File: config.mk
export PLATFORM = sky130hd
export DESIGN_NAME = rf_wb_ctrl
export DESIGN_NICKNAME = d
export VERILOG_FILES = /design/src/rtl/rf_wb_ctrl.sv
export SDC_FILE = /design/constraint.sdc
export NUM_CORES = 1
export LEC_CHECK = 0
export ABC_AREA = 1
export CORE_AREA = 2 2 133 103
export DETAILED_ROUTE_END_ITERATION = 12
export DIE_AREA = 0 0 135 105
export GPL_ROUTABILITY_DRIVEN = 0
export GPL_TIMING_DRIVEN = 0
export PLACE_DENSITY = 0.65
export SLEW_MARGIN = 15
export SYNTH_ARGS = -nofsm -noshare
export SYNTH_HDL_FRONTEND = slang
export SYNTH_SLANG_ARGS = --single-unit
File: constraint.sdc
create_clock -name clk -period 2.5 [get_ports clk]
set_input_delay 0.625 -clock clk [delete_from_list [all_inputs] [get_ports clk]]
set_output_delay 0.625 -clock clk [all_outputs]
set_load 0.01 [all_outputs]
File: src/rtl/rf_wb_ctrl.sv
// Write-back controller: round-robin arbitration of ALU/LSU results onto the
// register-file write port, plus the busy scoreboard used for issue stalls.
module rf_wb_ctrl #(
  parameter int W  = 32,
  parameter int N  = 32,
  localparam int AW = $clog2(N)
) (
  input  logic          clk,
  input  logic          nrst,
  input  logic          iss_valid,
  input  logic [AW-1:0] iss_rd,
  input  logic [AW-1:0] iss_rs1,
  input  logic [AW-1:0] iss_rs2,
  output logic          iss_ready,
  input  logic          alu_valid,
  input  logic [AW-1:0] alu_rd,
  input  logic [W-1:0]  alu_data,
  output logic          alu_ready,
  input  logic          lsu_valid,
  input  logic [AW-1:0] lsu_rd,
  input  logic [W-1:0]  lsu_data,
  output logic          lsu_ready,
  output logic          rf_wen,
  output logic [AW-1:0] rf_wadd,
  output logic [W-1:0]  rf_wdata,
  output logic [N-1:0]  busy
);

  logic          prio;
  logic          grant_alu_p0;
  logic          grant_lsu_p0;
  logic          vld_p0;
  logic [AW-1:0] wb_rd_p0;
  logic [W-1:0]  wb_data_p0;
  logic          issue_fire;
  logic [N-1:0]  busy_nxt;

  assign iss_ready = ~busy[iss_rs1] & ~busy[iss_rs2] & ~busy[iss_rd];
  assign alu_ready = grant_alu_p0;
  assign lsu_ready = grant_lsu_p0;

  // Stage p0: arbitration and scoreboard next-state.
  always_comb begin
    grant_alu_p0 = alu_valid & (~lsu_valid | ~prio);
    grant_lsu_p0 = lsu_valid & (~alu_valid | prio);
    vld_p0       = grant_alu_p0 | grant_lsu_p0;
    wb_rd_p0     = grant_lsu_p0 ? lsu_rd   : alu_rd;
    wb_data_p0   = grant_lsu_p0 ? lsu_data : alu_data;
    issue_fire   = iss_valid & iss_ready;
    busy_nxt     = busy;
    if (rf_wen)
      busy_nxt[rf_wadd] = 1'b0;
    // Applied after the clear so a fresh producer keeps the register busy.
    if (issue_fire && (iss_rd != '0))
      busy_nxt[iss_rd] = 1'b1;
    busy_nxt[0] = 1'b0;
  end

  // Stage p1: register-file write port and scoreboard state.
  always_ff @(posedge clk or negedge nrst) begin
    if (!nrst) begin
      prio     <= 1'b0;
      rf_wen   <= 1'b0;
      rf_wadd  <= '0;
      rf_wdata <= '0;
      busy     <= '0;
    end else begin
      busy <= busy_nxt;
      if (grant_alu_p0)
        prio <= 1'b1;
      else if (grant_lsu_p0)
        prio <= 1'b0;
      rf_wen <= vld_p0 && (wb_rd_p0 != '0);
      if (vld_p0) begin
        rf_wadd  <= wb_rd_p0;
        rf_wdata <= wb_data_p0;
      end
    end
  end

endmodule

[Word-level counts from Yosys, hierarchy flattened]
Cells that the tools add are included.
Cells by class
  shift-type cells: 0
  divide/modulo/power cells: 0
  $add $sub $neg: 0
  muxes and demuxes: 16
  eq/ne operators: 0
  bitwise gates (word level): 17
  $mul: 0
  order comparisons: 6
  reductions and logical operators: 7
Operators with widths (count)
  $mux W32: 3
  $and A32 B32 Y32: 1
  $not A32 Y32: 1
  $or A32 B32 Y32: 1
  $lt A5 B6 Y1 const B: 4
  $bmux W1 S5: 3
  $demux W1 S5: 2
  $ge A5 B1 Y1 const B: 2
  $reduce_bool A5 Y1: 2
  $mux W1: 7
  $not A1 Y1: 6
  $and A1 B1 Y1: 5
  $mux W5: 1
  $logic_and A1 B1 Y1: 4
  $or A1 B1 Y1: 3
  $reduce_bool A2 Y1: 1
Word-level totals
  latch bits: 0
  bits in read-only memories: 0
  memories kept: 0
  bits in registers: 70
  word-level logic and storage cells: 51
  bits in writable memories: 0
  input bits: 94
  output and inout port bits: 73

[Logic depth before layout (Yosys ltp)]
  depth after elaboration: 9
  depth in mapped cells: 14
  gate-level depth less buffers: 12

[Worst setup path before layout]
Ideal clock, no wire load.
  kind: input-to-output
  start point: input port iss_rs1[0]
  end point: output port iss_ready
  buffers on the path: 2
  slack: 0.180 ns
  arrival time: 1.695 ns
  cell stages on the path: 10
  path through: buf_2 > buf_4 > o211ai_1 > nand3_1 > nand3_1 > nand2_1 > nand2_1 > nand2_1 > nor2_2 > and2_2
Between the ends
  cells in the longest elaborated chain, start to end: 5
RTL lines
  from (decl): line 12  | input logic [AW-1:0] iss_rs1,
  $bmux W1 S5: line 38  | assign iss_ready = ~busy[iss_rs1] & ~busy[iss_rs2] & ~busy[iss_rd];
  $mux W1 (implied by the code): line 38
  $not A1 Y1: line 38
  $and A1 B1 Y1 (2 in a row): line 38
  to (decl): line 14  | output logic iss_ready,
Every way passes these cells. The select of a mux whose other input is x is not followed.

[Worst setup path after layout]
  start point: input port iss_rs2[0]
  end point: output port iss_ready
Between the ends
  cells in the longest elaborated chain, start to end: 5
RTL lines
  from (decl): line 13  | input logic [AW-1:0] iss_rs2,
  $bmux W1 S5: line 38
  $mux W1 (implied by the code): line 38
  $not A1 Y1: line 38
  $and A1 B1 Y1 (2 in a row): line 38
Every way passes these cells. The select of a mux whose other input is x is not followed.

==> impl_metrics.csv <==
group,metric,value,unit
run_status,outcome,"finished, violations left",
run_status,violations_in_the_final_reports,"setup timing",
finish,layout_common_cells,"sky130_fd_sc_hd__clkdlybuf4s50_1 (148), sky130_fd_sc_hd__nand2_1 (147), sky130_fd_sc_hd__nor2_1 (74), sky130_fd_sc_hd__dfrtp_1 (70), sky130_fd_sc_hd__o21ai_0 (69)",
pwr,totalPowerFinal,5.589,mW
setup_path,cp_cell_sequence,"buf_12, inv_8, buf_6, nand2_1, nand3_2, nand3_2, nand3_2, nand2_1, nand2_1, nand2_2, nor2_4, and2_4, buf_6",
synth,synth_area,4428,um^2
cts,htree_num_levels,3,
pwr,vdd_ir_drop_max,0.4209,mV
finish,post_layout_nonfiller_instances,1009,
pwr,cellLeakagePower,3.161,nW
setup_path,r2r_slack,0.67,ns
finish,net_total_in_the_final_layout,927,
timing,grt_setup_unrepaired,"yes",
place,post_dp_cell_area,6269,um^2
pwr,seqPwrFrac,32.7,%
pwr,internal_power,3.491,mW
routing,finalWirelength,17220,um
routing,routed-via-count,5309,
synth,synthCells,645,
setup_path,worstPathRequired,1.88,ns
setup_path,endpoint_class_of_the_critical_path,"output pin",
floorplanning,core.rowCount,36,
job,number_of_max_cap_violations,0,
setup_path,crit_slowest_cell,"sky130_fd_sc_hd__and2_4",
setup_path,timing.setup.critical_path_class,"input port to output pin",
cts,numCtsBuffers,9,
setup_path,critical_path_peak_fanout,8,
global_routing,grt_max_degree,47,
global_routing,first_global_vias,5158,
timing,drv_slew,0,
routing,first_pass_iters,8,
setup_path,worstReg2RegEnd,"busy[9]",
timing,finalHoldViolCount,0,
cts,clockBufferDepth,2,
global_routing,globalRouteTotalUtil,23.93,%
routing,drc_errors,0,
finish,finish.instance_area,7054,um^2
pwr,clock_power_share,24.5,%
floorplanning,dieArea,14180,um^2
synth,yosys_warnings,0,
hold_path,worstHoldPathType,"input port to async pin",
setup_path,worst_setup_sp_type,"input port",
floorplanning,die_x,135,um
floorplanning,coreArea,12790,um^2
synth,synth_fp_nets,739,
timing,final_critical_path_setup_slack,-0.03829,ns
setup_path,worst_r2r_startpoint,"busy[19]",
pwr,p_switching,2.098,mW
timing,holdWs,0.1967,ns
place,hpwlAfterDp,12810,um
global_routing,grt_first_pass_wirelength,26730,um
cts,worst_setup_hold_path_clk_slew,0.06,ns
place,port_buf_inserts,160,
pwr,comb_power_share,42.8,%
cts,cts.sinks,70,
setup_path,slowest_delay,0.17,ns
routing,drt.antenna.violating_nets,0,
floorplanning,starting_utilization_of_the_core_area,34.61,%
setup_path,path_delay_family,"simple AND/OR/NAND/NOR gates",
place,place_inst,977,
finish,num_antenna_cells,0,
timing,setup_violations,1,
timing,worst_clock_skew,0.008974,ns
timing,final.period_utilization,101.5,%
pwr,cellPowerDensity,792.3,nW/um^2
synth,synth_cell_types,30,
pwr,power_switching_share,37.53,%
timing,fin_tns_setup,-0.03829,ns
finish,final_common_cell,"sky130_fd_sc_hd__clkdlybuf4s50_1",
synth,yosys_register_bits,70,
timing,upper_clock_frequency_limit,394.0,MHz
setup_path,critical_path_arrival,1.91,ns
routing,avgViaCountPerCell,5.262,
setup_path,critical_path_buf_inv_count,4,
routing,count_of_routing_violations_after_the_opening_detailed_route_iteration,465,
global_routing,antenna_found_initial,1,
floorplanning,top_level_ports,167,
cts,worst_skew_pair.late_latency,0.34,ns
routing,wire_per_inst,17.07,um
cts,post_cts_hold_buffer_count,0,
cts,root_buffer,"sky130_fd_sc_hd__clkbuf_16",
global_routing,grt_remaining_overflow,0,
finish,layout-drive-gt1-share,16.35,%
timing,final_period_minus_worst_setup_slack,2.538,ns
cts,cts_tree,"built",
finish,areaGrowthSynthToFinish,59.31,%
floorplanning,die_y,105,um
setup_path,worst-r2r-cell-count,13,
synth,synth_seq_area_share,39.56,%
synth,postSynthAreaPerCell,6.865,um^2
-- Yosys cell counts --
library cell | count | share of area, %
sky130_fd_sc_hd__nand2_1 | 153 | 13
sky130_fd_sc_hd__nor2_1 | 74 | 6.3
sky130_fd_sc_hd__dfrtp_1 | 70 | 40
sky130_fd_sc_hd__o21ai_0 | 70 | 7.9
sky130_fd_sc_hd__nand3_1 | 69 | 7.8
sky130_fd_sc_hd__inv_1 | 57 | 4.8
sky130_fd_sc_hd__a21oi_1 | 39 | 4.4
sky130_fd_sc_hd__nand4_1 | 31 | 4.4
sky130_fd_sc_hd__clkbuf_1 | 10 | 0.85
sky130_fd_sc_hd__buf_2 | 9 | 1.0
sky130_fd_sc_hd__buf_4 | 8 | 1.4
sky130_fd_sc_hd__nor3_1 | 7 | 0.79
sky130_fd_sc_hd__buf_6 | 6 | 1.5
sky130_fd_sc_hd__inv_2 | 5 | 0.42
sky130_fd_sc_hd__mux2i_1 | 5 | 1.1
sky130_fd_sc_hd__nand2_2 | 5 | 0.71
sky130_fd_sc_hd__a22oi_1 | 4 | 0.68
sky130_fd_sc_hd__clkinv_1 | 4 | 0.34
sky130_fd_sc_hd__nor2_2 | 4 | 0.57
sky130_fd_sc_hd__clkbuf_4 | 3 | 0.51
sky130_fd_sc_hd__o211ai_1 | 2 | 0.34
sky130_fd_sc_hd__o22ai_1 | 2 | 0.28
sky130_fd_sc_hd__a31oi_1 | 1 | 0.14
sky130_fd_sc_hd__and2_2 | 1 | 0.17
sky130_fd_sc_hd__and3_1 | 1 | 0.14
sky130_fd_sc_hd__conb_1 | 1 | 0.085
sky130_fd_sc_hd__nor2_4 | 1 | 0.25
sky130_fd_sc_hd__o21ai_1 | 1 | 0.11
sky130_fd_sc_hd__o21bai_1 | 1 | 0.17
sky130_fd_sc_hd__o22ai_2 | 1 | 0.28
-- flip-flops by register name (all words and copies together), names as in the netlist --
name / flops
rf_wdata: 32
busy: 31
rf_wadd: 5
prio: 1
rf_wen: 1
-- cell type report --
| class | count | area [um^2] |
|---|---|---|
| multi-input cells | 473 | 2415 |
| fillers | 1184 | 5738 |
| well taps | 171 | 214.0 |
| repair buffers | 178 | 1778 |
| clock buffers | 14 | 284.0 |
| flip-flops and latches | 70 | 1752 |
| plain buffers | 35 | 302.8 |
| clock inverters | 2 | 37.54 |
| inverters | 66 | 271.5 |
-- power groups by stage --
stage	sequential [mW]	clock [mW]	combinational (mW)
4_1_cts	1.81	1.39	2.29
5_1_grt	1.87	1.44	2.61
6_report	1.83	1.37	2.39
3_5_place_dp	1.83	0	2.20
3_3_place_gp	1.82	0	2.17
2_1_floorplan	1.86	0	0.925
-- layer usage --
layer / up-vias / part of all wire, % / track usage (%)
li1: 2519 / - / -
met4: 2 / 2.0 / 6.845
met3: 37 / 9.1 / 6.647
met1: 2512 / 43 / 32.85
met2: 239 / 45 / 36.84
met5: - / 0.075 / 0
-- what timing repair did --
action	4_1_cts	5_1_grt
buffers inserted	9	5
pin swaps	9	19
gates cloned	2	1
setup endpoints to repair	2	2
gates resized for setup	73	54
hold endpoints to repair	0	0
-- worst reg2reg max path, stage by stage, from the launching register on --
cell and delay [ns]:
sky130_fd_sc_hd__dfrtp_1 0.40, sky130_fd_sc_hd__inv_1 0.13, sky130_fd_sc_hd__nand2_1 0.09, sky130_fd_sc_hd__nand3_2 0.08, sky130_fd_sc_hd__nand3_2 0.11, sky130_fd_sc_hd__nand3_2 0.10
sky130_fd_sc_hd__nand2_1 0.05, sky130_fd_sc_hd__nand2_1 0.07, sky130_fd_sc_hd__nand2_2 0.07, sky130_fd_sc_hd__nor2_4 0.15, sky130_fd_sc_hd__buf_4 0.16, sky130_fd_sc_hd__buf_4 0.17
sky130_fd_sc_hd__nand4_1 0.11, sky130_fd_sc_hd__nand2_1 0.07
-- how the worst max path moves through the flow --
| stage | slack [ns] | endpoint | from | cells past startpoint |
|---|---|---|---|---|
| after floorplan | 0.18 | iss_ready | iss_rs1[0] | 10 |
| after global placement | -1.65 | busy[17] | nrst | 1 |
| after detailed placement | -1.20 | iss_ready | iss_rd[1] | 11 |
| after CTS | -0.02 | iss_ready | iss_rs1[0] | 11 |
| after global routing | -0.07 | iss_ready | iss_rs2[0] | 13 |
| final | -0.04 | iss_ready | iss_rs2[0] | 13 |
-- through the flow --
stage               util [%]  setup slack [ns]
detailed placement     49.00            -1.200
finish                 55.14          -0.03829
floorplan                  -            0.1797
global route           55.14          -0.06854
CTS                    53.16          -0.01552
global placement       48.81            -1.653
-- kinds of logic (layout without fill, tap and decap cells) --
logic type,Yosys count,count (layout),share of synthesized area (%)
compound gates,121,121,14.33
buf+inv,102,295,10.85
flops,70,70,39.56
mux,5,5,1.130
other cells,1,1,0.08469
simple gates,346,346,34.05
Power figures use the tool's default switching activity.
